### config.mk
export PLATFORM = sky130hd
export DESIGN_NAME = load_store_unit
export DESIGN_NICKNAME = d
export VERILOG_FILES = /design/src/rtl/load_store_unit.sv
export SDC_FILE = /design/constraint.sdc
export NUM_CORES = 1
export LEC_CHECK = 0
export CAP_MARGIN = 20
export CORE_MARGIN = 2
export CORE_UTILIZATION = 25
export DETAILED_ROUTE_END_ITERATION = 7
export SYNTH_ARGS = -nofsm -noshare
export SYNTH_HDL_FRONTEND = slang
export SYNTH_SLANG_ARGS = --single-unit
### constraint.sdc
create_clock -name Clock -period 7 [get_ports Clock]
set_clock_uncertainty 0.05 [all_clocks]
set_input_delay 1.4 -clock Clock [delete_from_list [all_inputs] [get_ports Clock]]
set_output_delay 1.4 -clock Clock [all_outputs]
set_load 0.01 [all_outputs]
### src/rtl/load_store_unit.sv
// Load/store initiator: takes one pipeline request at a time, performs word-wide
// memory accesses (read-modify-write for sub-word stores) and returns an extended result.
module load_store_unit #(
  parameter int TIMEOUT = 255
) (
  input  logic        Clock,
  input  logic        ResetN,
  input  logic        ReqValid,
  output logic        ReqReady,
  input  logic        ReqWrite,
  input  logic [1:0]  ReqSize,
  input  logic        ReqSigned,
  input  logic [31:0] ReqAddress,
  input  logic [31:0] ReqWriteData,
  output logic        RespValid,
  output logic [31:0] RespReadData,
  output logic        RespError,
  output logic [31:0] MemAddress,
  output logic [31:0] MemWriteData,
  output logic        MemRead,
  output logic        MemWrite,
  input  logic [31:0] MemReadData,
  input  logic        MemAck,
  output logic [2:0]  DebugState
);

  // Handshake: a request transfers on the rising edge where ReqValid && ReqReady;
  // ReqReady is high only in IDLE. Responses are a single-cycle RespValid pulse with
  // no back-pressure. Mem* requests are held until the cycle in which MemAck is high.

  typedef enum logic [2:0] {
    IDLE     = 3'd0,
    READ     = 3'd1,
    RMW_READ = 3'd2,
    WRITE    = 3'd3,
    RESP     = 3'd4
  } lsuStateT;

  localparam logic [7:0] TimeoutLast = 8'(TIMEOUT - 1);

  lsuStateT    state, stateNext;
  logic [7:0]  waitCount, waitCountNext;
  logic [1:0]  laneQ, laneNext;
  logic [1:0]  sizeQ, sizeNext;
  logic        signedQ, signedNext;
  logic [31:0] dataQ, dataNext;
  logic        memReadNext, memWriteNext;
  logic [31:0] memAddressNext, memWriteDataNext;
  logic        respValidNext, respErrorNext;
  logic [31:0] respReadDataNext;
  logic        reqError;

  assign ReqReady   = (state == IDLE);
  assign DebugState = state;

  function automatic logic [31:0] extractLoad(input logic [31:0] word, input logic [1:0] lane,
                                              input logic [1:0] size, input logic sgn);
    logic [7:0]  b;
    logic [15:0] h;
    b = word[{lane, 3'b000} +: 8];
    h = lane[1] ? word[31:16] : word[15:0];
    case (size)
      2'b00:   return {{24{sgn & b[7]}}, b};
      2'b01:   return {{16{sgn & h[15]}}, h};
      default: return word;
    endcase
  endfunction

  function automatic logic [31:0] mergeStore(input logic [31:0] word, input logic [1:0] lane,
                                             input logic [1:0] size, input logic [31:0] data);
    logic [31:0] merged;
    merged = word;
    if (size == 2'b00) merged[{lane, 3'b000} +: 8] = data[7:0];
    else               merged[{lane[1], 4'b0000} +: 16] = data[15:0];
    return merged;
  endfunction

  assign reqError = (ReqSize == 2'b11) ||
                    (ReqSize == 2'b01 && ReqAddress[0]) ||
                    (ReqSize == 2'b10 && ReqAddress[1:0] != 2'b00);

  always_ff @(posedge Clock or negedge ResetN) begin
    if (!ResetN) begin
      state        <= IDLE;
      waitCount    <= 8'd0;
      laneQ        <= 2'b00;
      sizeQ        <= 2'b00;
      signedQ      <= 1'b0;
      dataQ        <= 32'd0;
      MemRead      <= 1'b0;
      MemWrite     <= 1'b0;
      MemAddress   <= 32'd0;
      MemWriteData <= 32'd0;
      RespValid    <= 1'b0;
      RespError    <= 1'b0;
      RespReadData <= 32'd0;
    end else begin
      state        <= stateNext;
      waitCount    <= waitCountNext;
      laneQ        <= laneNext;
      sizeQ        <= sizeNext;
      signedQ      <= signedNext;
      dataQ        <= dataNext;
      MemRead      <= memReadNext;
      MemWrite     <= memWriteNext;
      MemAddress   <= memAddressNext;
      MemWriteData <= memWriteDataNext;
      RespValid    <= respValidNext;
      RespError    <= respErrorNext;
      RespReadData <= respReadDataNext;
    end
  end

  always_comb begin
    stateNext        = state;
    waitCountNext    = waitCount;
    laneNext         = laneQ;
    sizeNext         = sizeQ;
    signedNext       = signedQ;
    dataNext         = dataQ;
    memReadNext      = MemRead;
    memWriteNext     = MemWrite;
    memAddressNext   = MemAddress;
    memWriteDataNext = MemWriteData;
    respValidNext    = 1'b0;
    respErrorNext    = 1'b0;
    respReadDataNext = 32'd0;

    case (state)
      IDLE: begin
        if (ReqValid) begin
          laneNext   = ReqAddress[1:0];
          sizeNext   = ReqSize;
          signedNext = ReqSigned;
          dataNext   = ReqWriteData;
          if (reqError) begin
            stateNext     = RESP;
            respValidNext = 1'b1;
            respErrorNext = 1'b1;
          end else begin
            memAddressNext = {2'b00, ReqAddress[31:2]};
            waitCountNext  = 8'd0;
            if (!ReqWrite) begin
              stateNext   = READ;
              memReadNext = 1'b1;
            end else if (ReqSize == 2'b10) begin
              stateNext        = WRITE;
              memWriteNext     = 1'b1;
              memWriteDataNext = ReqWriteData;
            end else begin
              stateNext   = RMW_READ;
              memReadNext = 1'b1;
            end
          end
        end
      end
      READ: begin
        if (MemAck) begin
          stateNext        = RESP;
          memReadNext      = 1'b0;
          respValidNext    = 1'b1;
          respReadDataNext = extractLoad(MemReadData, laneQ, sizeQ, signedQ);
        end else if (waitCount == TimeoutLast) begin
          stateNext     = RESP;
          memReadNext   = 1'b0;
          respValidNext = 1'b1;
          respErrorNext = 1'b1;
        end else begin
          waitCountNext = waitCount + 8'd1;
        end
      end
      RMW_READ: begin
        // A timed-out read abandons the store: no write is issued.
        if (MemAck) begin
          stateNext        = WRITE;
          memReadNext      = 1'b0;
          memWriteNext     = 1'b1;
          memWriteDataNext = mergeStore(MemReadData, laneQ, sizeQ, dataQ);
          waitCountNext    = 8'd0;
        end else if (waitCount == TimeoutLast) begin
          stateNext     = RESP;
          memReadNext   = 1'b0;
          respValidNext = 1'b1;
          respErrorNext = 1'b1;
        end else begin
          waitCountNext = waitCount + 8'd1;
        end
      end
      WRITE: begin
        if (MemAck) begin
          stateNext     = RESP;
          memWriteNext  = 1'b0;
          respValidNext = 1'b1;
        end else if (waitCount == TimeoutLast) begin
          stateNext     = RESP;
          memWriteNext  = 1'b0;
          respValidNext = 1'b1;
          respErrorNext = 1'b1;
        end else begin
          waitCountNext = waitCount + 8'd1;
        end
      end
      RESP: begin
        stateNext = IDLE;
      end
      default: begin
        stateNext    = IDLE;
        memReadNext  = 1'b0;
        memWriteNext = 1'b0;
      end
    endcase
  end

endmodule

Word-level counts from Yosys, hierarchy flattened

Index checks and enable logic that the tools add are counted.

Register bits after elaboration: 130
Word-level logic and storage cells: 111
Bits of input ports: 104
Output and inout port bits: 104

Equal/unequal tests: 18
$add $sub $neg: 3
Bitwise gates (word level): 5
Multiplexer cells: 47
Reductions and logical operators: 20
Shifts and indexed selects: 5

Operators by type and width:

| kind                                                   | count |
|---|---|
| two-way mux 32 bit                                     | 8 |
| one-hot mux 32 bit (2 select lines)                    | 2 |
| bitwise mux 32 bit                                     | 2 |
| two-way mux 8 bit                                      | 5 |
| variable shift 16 x 7 -> 32 bit (first input constant) | 1 |
| variable shift 8 x 7 -> 32 bit (first input constant)  | 1 |
| variable part select 16 x 7 -> 32 bit                  | 1 |
| variable part select 32 x 6 -> 8 bit                   | 1 |
| variable part select 8 x 7 -> 32 bit                   | 1 |
| one-hot mux 8 bit (3 select lines)                     | 1 |
| two-way mux 1 bit                                      | 17 |
| two-way mux 16 bit                                     | 1 |
| two-way mux 3 bit                                      | 5 |
| negator 5 -> 7 bit                                     | 2 |
| one-hot mux 3 bit (3 select lines)                     | 1 |
| adder 8 x 1 -> 8 bit (second input constant)           | 1 |
| == test 8 bit (second input constant)                  | 1 |
| inequality test 2 bit (second input constant)          | 4 |
| OR reduction 2 bit                                     | 4 |
| AND reduction 7 bit                                    | 1 |
| == test 3 x 2 -> 1 bit (second input constant)         | 2 |
| inequality test 3 bit (second input constant)          | 2 |
| one-hot mux 1 bit (3 select lines)                     | 2 |
| AND reduction 6 bit                                    | 1 |
| other kinds (22)                                       | 31 |

Depth between registers and ports, before layout

Word-level depth: 7
Depth in mapped cells: 10
Mapped depth without buffers: 6

Worst setup path after synthesis

Ideal clock, no wire load.

Path kind: input-to-reg
Start: in ReqSize[0]
End: reg MemWriteData[0]
Required time: 6.825 ns
Buffers on the path: 1
Arrival time: 2.781 ns
Path slack: 4.044 ns
Library setup time: 0.125 ns
Stages: 5
Path through: nor3_2 o2111ai_1 a211oi_4 buf_6 mux2_2

Word-level cells in the longest chain between the ends: 6

RTL lines:

| item                              | line | source |
|---|---|---|
| start: declaration                | 11   | `input logic [1:0] ReqSize,` |
| == test 2 x 1 -> 1 bit            | 79   | `(ReqSize == 2'b01 && ReqAddress[0]) \|\|` |
| logical AND 1 bit                 | 79   |  |
| logical OR 1 bit                  | 78   | `assign reqError = (ReqSize == 2'b11) \|\|` |
| logical OR 1 bit                  | 79   |  |
| inequality test 2 bit (no line)   | n/a  |  |
| AND reduction 6 bit (no line) (*) | n/a  |  |
| end signal: assignment            | 107  | `MemWriteData <= memWriteDataNext;` |
| end: declaration                  | 19   | `output logic [31:0] MemWriteData,` |

Every way passes the cells marked *; elsewhere a longest branch is shown, timed or not.
A chain may end at the register's enable or synchronous reset.

Final worst setup path

Start: in MemAck
End: reg RespReadData[21]

Word-level cells in the longest chain between the ends: 2

RTL lines:

| item                           | line | source |
|---|---|---|
| start: declaration             | 23   | `input logic MemAck,` |
| two-way mux 32 bit             | 158  | `if (MemAck) begin` |
| two-way mux 32 bit             | 129  | `case (state)` |
| named net respReadDataNext[21] | 50   | `logic [31:0] respReadDataNext;` |
| end signal: assignment         | 110  | `RespReadData <= respReadDataNext;` |
| end: declaration               | 16   | `output logic [31:0] RespReadData,` |

The timed path passes the listed nets, and every way through them passes these cells.

==> results.txt <==
first-pass GRT wire length: 35.9 mm
layout cells sized above 1: 0.159
largest net degree at the start of global routing: 67
Synth top area share: 0.469
CP cell instances: clkdlybuf4s50_1 -> nand2_1 -> or3_1 -> a2111oi_4 -> a21o_1
Worst path slowest cell: a2111oi_4
Data required, critical path: 7310 ps
Power Density: 417 nW/um^2
CTS H-tree lvls: 4
drt first pass iters: 5
pre-CTS WS: 2830 ps
Mapped Area: 6940 um^2
number of buffers inserted by port buffering: 205
Bufs and invs on worst path: 1
maxcap violations: 0
Max stage delay on crit path: 990 ps
Post-synth EDFFs: 0
WL final: 23.9 mm
Synth Register Bits: 130
clock sinks: 130
Max Transition Viols Final: 0
Pwr Total: 4.13 mW
Total GRT Usage: 0.165
TritonCTS buffer count: 17
Congestion Overflow GR: 0
hold-fix buffers at CTS: 0
status: complete, no violations
Crit path depth: 5
Die Height: 171 um
Antenna Nets Post-Route: 0
Tightest Pin Transition: 1080 ps
Unique masters post-synth: 56
WL/cell: 20.0 um
post-route setup TNS: 0 ps
Area after DPL: 9280 um^2
IO Pins: 208
CP Launch Type: input port
top cell type by total area after synthesis: dfrtp_1
final non-filler cell total: 1196
CP arrival: 4030 ps
synth top area cells: dfrtp_1, mux2_2, mux2i_1
final instance area: 9910 um^2
Initial Util: 0.256
warnings from Yosys: 0
Via density: 4.93
hold depth: 1
Top delay family on crit path: compound AO/OA/AOI/OAI gates
hold slack: 456 ps
Max Fclk: 269 MHz
initial antenna violation count: 3
register area share after synthesis: 0.469
via count: 5895
vias in the first global route: 5910
Max transition margin: 0.277
Die Footprint: 29100 um^2
mean area per synthesized cell: 11.1 um^2
R2R depth: 7
Remaining DRCs: 0
final worst path period share: 0.532
final worst setup slack: 3280 ps
CTS resizes: 0
net count reported at finish: 921
CP Class: in2reg
commonest non-fill, non-tap cell in the layout: clkdlybuf4s50_1
Leak: 4.18 nW
DP Cell Count: 1160
CP Capture Type: register
Layout area overhead: 42.8%
Final HPWL DP: 17.3 mm
CTS tree: yes
worst hold path type: reg2reg
Clock Tree Root: clkbuf_16
Gate Count Post-Synth: 624
RSZ-0062 raised after global routing: no
async set or reset register ratio after synthesis: 1.00
DRT iter0 DRCs: 448
Core Util, Final: 0.366
Max IR drop VDD: 0.218 mV
clk buf depth: 2
Chip Width: 171 um
Worst-path clk slew: 60 ps
Core Box Area: 27100 um^2
RePlAce Congestion: 0.836
endpoints failing hold: 0
most frequent cells in the layout: clkdlybuf4s50_1, dfrtp_1, mux2_2, a21oi_1, nand2_1
row cnt: 60
final setup vio count: 0
Most used DFF post-synth: dfrtp_1
clk_lat worst skew: 430 ps
Max FO, Critical Path: 18
post-CTS setup buffers: 0
min Tclk post-route: 3720 ps
==> cell usage after synthesis, types with 4 or more instances <==
master      n
a211o_1     7
a21o_1     18
a21oi_1    41
a221o_1     8
a221oi_1    9
a222oi_1    7
a22o_1     31
a311o_1    16
and3_1     10
buf_2      17
buf_6       4
clkbuf_1   22
dfrtp_1   130
ha_1        7
inv_1      24
mux2_2     79
mux2i_1    31
nand2_1    32
nor2_1     16
nor2b_1    27
nor3_1      9
o211ai_1    5
o21ai_0    24
o31ai_1     4
==> worst paths after layout <==
check                                     startpoint                            to  slack, ps
max in group asynchronous                     ResetN          laneQ[1]$_DFFE_PN0P_       4630
min in group asynchronous                     ResetN     RespReadData[1]$_DFF_PN0_        910
hold reg to reg            MemAddress[6]$_DFFE_PN0P_     MemAddress[6]$_DFFE_PN0P_        460
hold / removal             MemAddress[6]$_DFFE_PN0P_     MemAddress[6]$_DFFE_PN0P_        460
setup / recovery                              MemAck    RespReadData[21]$_DFF_PN0_       3280
setup reg to reg                laneQ[1]$_DFFE_PN0P_  MemWriteData[14]$_DFFE_PN0P_       3520
==> sequential cells by signal, summed over array words and instances (netlist names), 2 cells and up <==
| signal | flops |
|---|---|
| MemWriteData | 32 |
| RespReadData | 32 |
| MemAddress | 30 |
| dataQ | 16 |
| waitCount | 8 |
| DebugState | 3 |
| laneQ | 2 |
| sizeQ | 2 |
==> layout make-up <==
cell class	count	area [um^2]
fillers	2674	17200
multi-input cells	423	3380
flip-flops and latches	130	3250
repair buffers	214	2140
well taps	372	465
clock buffers	17	425
clock inverters	15	154
inverters	24	90.1
diodes	1	2.50
==> logic make-up (layout without fill, tap and decap cells) <==
logic type,Yosys count,count (layout),share of synthesized area
and+or+nand+nor,112,112,0.0857
AOI/OAI and AO/OA,190,190,0.207
adders and majority gates,8,8,0.0141
other,1,3,0.000541
muxes,111,111,0.177
buffers and inverters,72,270,0.0474
DFF,130,130,0.469
==> where the power goes <==
| part | switching, mW | internal (mW) | total, mW |
|---|---|---|---|
| clock | 0.405 | 0.479 | 0.884 |
| sequential | 0.264 | 1.04 | 1.30 |
| combinational | 0.933 | 1.01 | 1.94 |
==> per-layer routing <==
metal,GRT usage,part of all wire
met4,0.0561,0.023
met3,0.0583,0.099
met2,0.252,0.44
met5,0,0.00054
met1,0.216,0.43
(Power assumes the default switching activity.)
==> edit: new RTL, config.mk and constraints unchanged <==
Take the reset off `dataQ` and load it in a clocked block of its own.
--- a/src/rtl/load_store_unit.sv
+++ b/src/rtl/load_store_unit.sv
@@ -88,3 +88,2 @@
       signedQ      <= 1'b0;
-      dataQ        <= 32'd0;
       MemRead      <= 1'b0;
@@ -102,3 +101,2 @@
       signedQ      <= signedNext;
-      dataQ        <= dataNext;
       MemRead      <= memReadNext;
@@ -111,2 +109,6 @@
     end
+  end
+
+  always_ff @(posedge Clock) begin
+    dataQ <= dataNext;
   end
Behaviour: same outputs for any inputs over 4 cycles, from zero or initial values and one cycle with ResetN low; that may be too few to reach the edited logic, so the function may still have changed.
==> edit against the original RTL <==
The run now ends with DRC left. Worst setup slack got worse by 32 ps. Sequential share of layout area rose by 1.5 points. Area after synthesis fell by 2.4%. Total power fell by 2.2%. Synthesized cell count rose by 8.8%. Wire length rose by 1.6%. Non-clock buffer count fell by 1. Final cell count rose by 1.3%. Design area fell by 2.0%. Sequential cell count did not move. Critical path type is now reg2out.
==> edit: results (changes against the original RTL) <==
The number of port buffers came out at 205 (unchanged). The count of inserted antenna diode cells is 0 (-1). The clock input transition at the sequential cells of the worst setup and hold paths came out at 60 ps (about the same). The run gives 17 (unchanged) as the number of buffers created by CTS. The run gives 4 (unchanged) as the deepest level of the CTS H-tree.

The maximum fanout along the worst path was 28 (+10); the placed wire-length estimate after detailed placement was 17.64 mm (+1.7%). Number of unique standard cell types used by synthesis: 55 (-1.8%). The clock latency at the later pin of the worst-skew pair was 420 ps. The DRC marker count from the first detailed-route iteration was 703 (+57%); the number of setup buffers added after CTS was 0 (unchanged). The peak per-stage delay on the critical path works out to 760 ps (-230 ps).

The tools report the critical path arrival as 2310 ps (-1720 ps). Post-detailed-route via-to-cell ratio: 5.154 (+4.6%). Worst hold-check path type: reg2reg. The most used flip-flop cell after synthesis is sky130_fd_sc_hd__dfrtp_1. The total instance count after detailed placement was 1177 (+1.5%); the count of unresolved DRC violations after routing was 16 (+16).

Broken down by cell family, the worst path's largest delay share belongs to flip-flops. First-pass GRT wire length: 36.51 mm (+1.7%). Largest net degree at the start of global routing: 78 (+16%).

The checks that failed: DRC. The run gives 49.23% (+2.3 points) as the portion of the post-synthesis area used by sequential elements. The run gives 0.8773 (+5.0%) as the final weighted congestion in routability-driven placement. CTS root buffer: sky130_fd_sc_hd__clkbuf_16. Ranked by instance count, the synthesized netlist is headed by 114 x sky130_fd_sc_hd__dfrtp_1, 68 x sky130_fd_sc_hd__a21oi_1, 63 x sky130_fd_sc_hd__nand2_1. The fraction of registers with async set/reset is 87.69% (-12 points), and the via count of the first global-routing pass is 6098 (+3.2%).

The logs give 3.834% (-2.0 points) for the met3 usage and 16.75% (+0.29 points) for the global router's overall resource usage. For this design, the slowest cell found on the critical path is sky130_fd_sc_hd__dfrtp_1. The global-route track usage on met1 came out at 22.65% (+1.1 points). By area the synthesized netlist is led by sky130_fd_sc_hd__dfrtp_1 42%, sky130_fd_sc_hd__edfxtp_1 7.1%, sky130_fd_sc_hd__mux2_2 5.3%. The standby leakage power is 3.910 nW (-6.4%). The final critical path time including I/O delays and setup came out at 3756 ps (+32.50 ps).

The largest registers in the layout are MemWriteData: 32 flops, RespReadData: 32 flops, MemAddress: 30 flops. For the number of search-and-repair iterations in the first detailed-routing pass, the log shows 8 (+3). The mean area per synthesized cell was 9.971 µm² (-10%). The count of nets after finishing is 969 (+5.2%).

The layout cell share with drive strength beyond 1 was 9.759% (-6.2 points). The flow ran to the end, but the final reports show violations. For the number of gates given a new drive strength after cts, the log shows 0 (unchanged). The met2 demand-to-capacity share in global routing came out at 26.41% (+1.2 points).

The deepest clock path buffer count is 2 (unchanged), and the number of antenna violations at the first check in global routing is 0 (-3). For the reported net switching power, the log shows 1.554 mW (-3.0%). The logs give 6247 (+6.0%) for the total via count after detailed routing and 26.87% (-0.79 points) for the worst slew margin relative to its limit. The number of synthesized flops with an enable pin was 16 (+16). The average wire per standard cell was 20.02 µm (+0.30%); the largest vdd supply drop was 0.1863 mV (-14%).
## edit: cell count changes in the layout (fill, tap and decap cells not counted), moves of 19 or more
cell | unedited run | this run
sky130_fd_sc_hd__o21ai_0 | 24 | 43
sky130_fd_sc_hd__nand2_1 | 32 | 63
sky130_fd_sc_hd__nor2_1 | 16 | 37
sky130_fd_sc_hd__mux2_2 | 79 | 32
sky130_fd_sc_hd__a21oi_1 | 41 | 68
sky130_fd_sc_hd__a22o_1 | 31 | 0
## edit: kinds of logic after synthesis
logic type | share of synthesized area, %
AO/OA/AOI/OAI | 20.99
AND/OR/NAND/NOR | 13.29
flip-flops | 49.23
buffers and inverters | 4.602
multiplexers | 10.53
adder cells (fa/ha/maj) | 1.294
other | 0.05539
## edit: stage by stage
stage	hold slack, ps	util (%)	area [µm²]	setup WS, ps
after CTS	455.5	36.05	9661	3182
after global routing	466.5	36.21	9706	3049
after global placement	436.7	33.85	9072	3014
after detailed placement	441.5	33.85	9072	2964
after floorplan	437.1	-	6774	4090
final	452.0	36.21	9706	3244
## edit: area by class of cell
cell class / instances / area [µm²]
Fill cell: 2619 / 17100
Timing Repair Buffer: 213 / 2132
Clock inverter: 12 / 130.1
Multi-Input combinational cell: 474 / 3142
Tap cell: 341 / 426.7
Sequential cell: 130 / 3334
Inverter: 22 / 82.58
Clock buffer: 20 / 457.9
## edit: per-layer routing
layer,up-vias,part of all wire [%]
li1,2861,-
met1,3067,44
met2,276,46
met4,0,2.4
met3,43,8.0
met5,-,0
## edit: power by group through the flow
stage / logic [mW] / clock network, mW / registers, mW
CTS: 1.82 / 0.916 / 1.30
detailed placement: 1.82 / 0 / 1.31
global placement: 1.80 / 0 / 1.31
floorplan: 0.964 / 0 / 1.31
finish: 1.84 / 0.898 / 1.30
global route: 1.98 / 0.955 / 1.34
## edit: path summary, 6_finish.rpt
kind / depth (start not counted) / to / from / slack [ps]
setup / recovery: 3 / ReqReady / DebugState[1] / 3240
min in group asynchronous: 1 / MemAddress[10] / ResetN / 900
hold reg to reg: 1 / MemAddress[23] / MemAddress[23] / 450
hold / removal: 1 / MemAddress[23] / MemAddress[23] / 450
setup reg to reg: 4 / RespReadData[29] / DebugState[1] / 4050
max in group asynchronous: 3 / laneQ[1] / ResetN / 4850
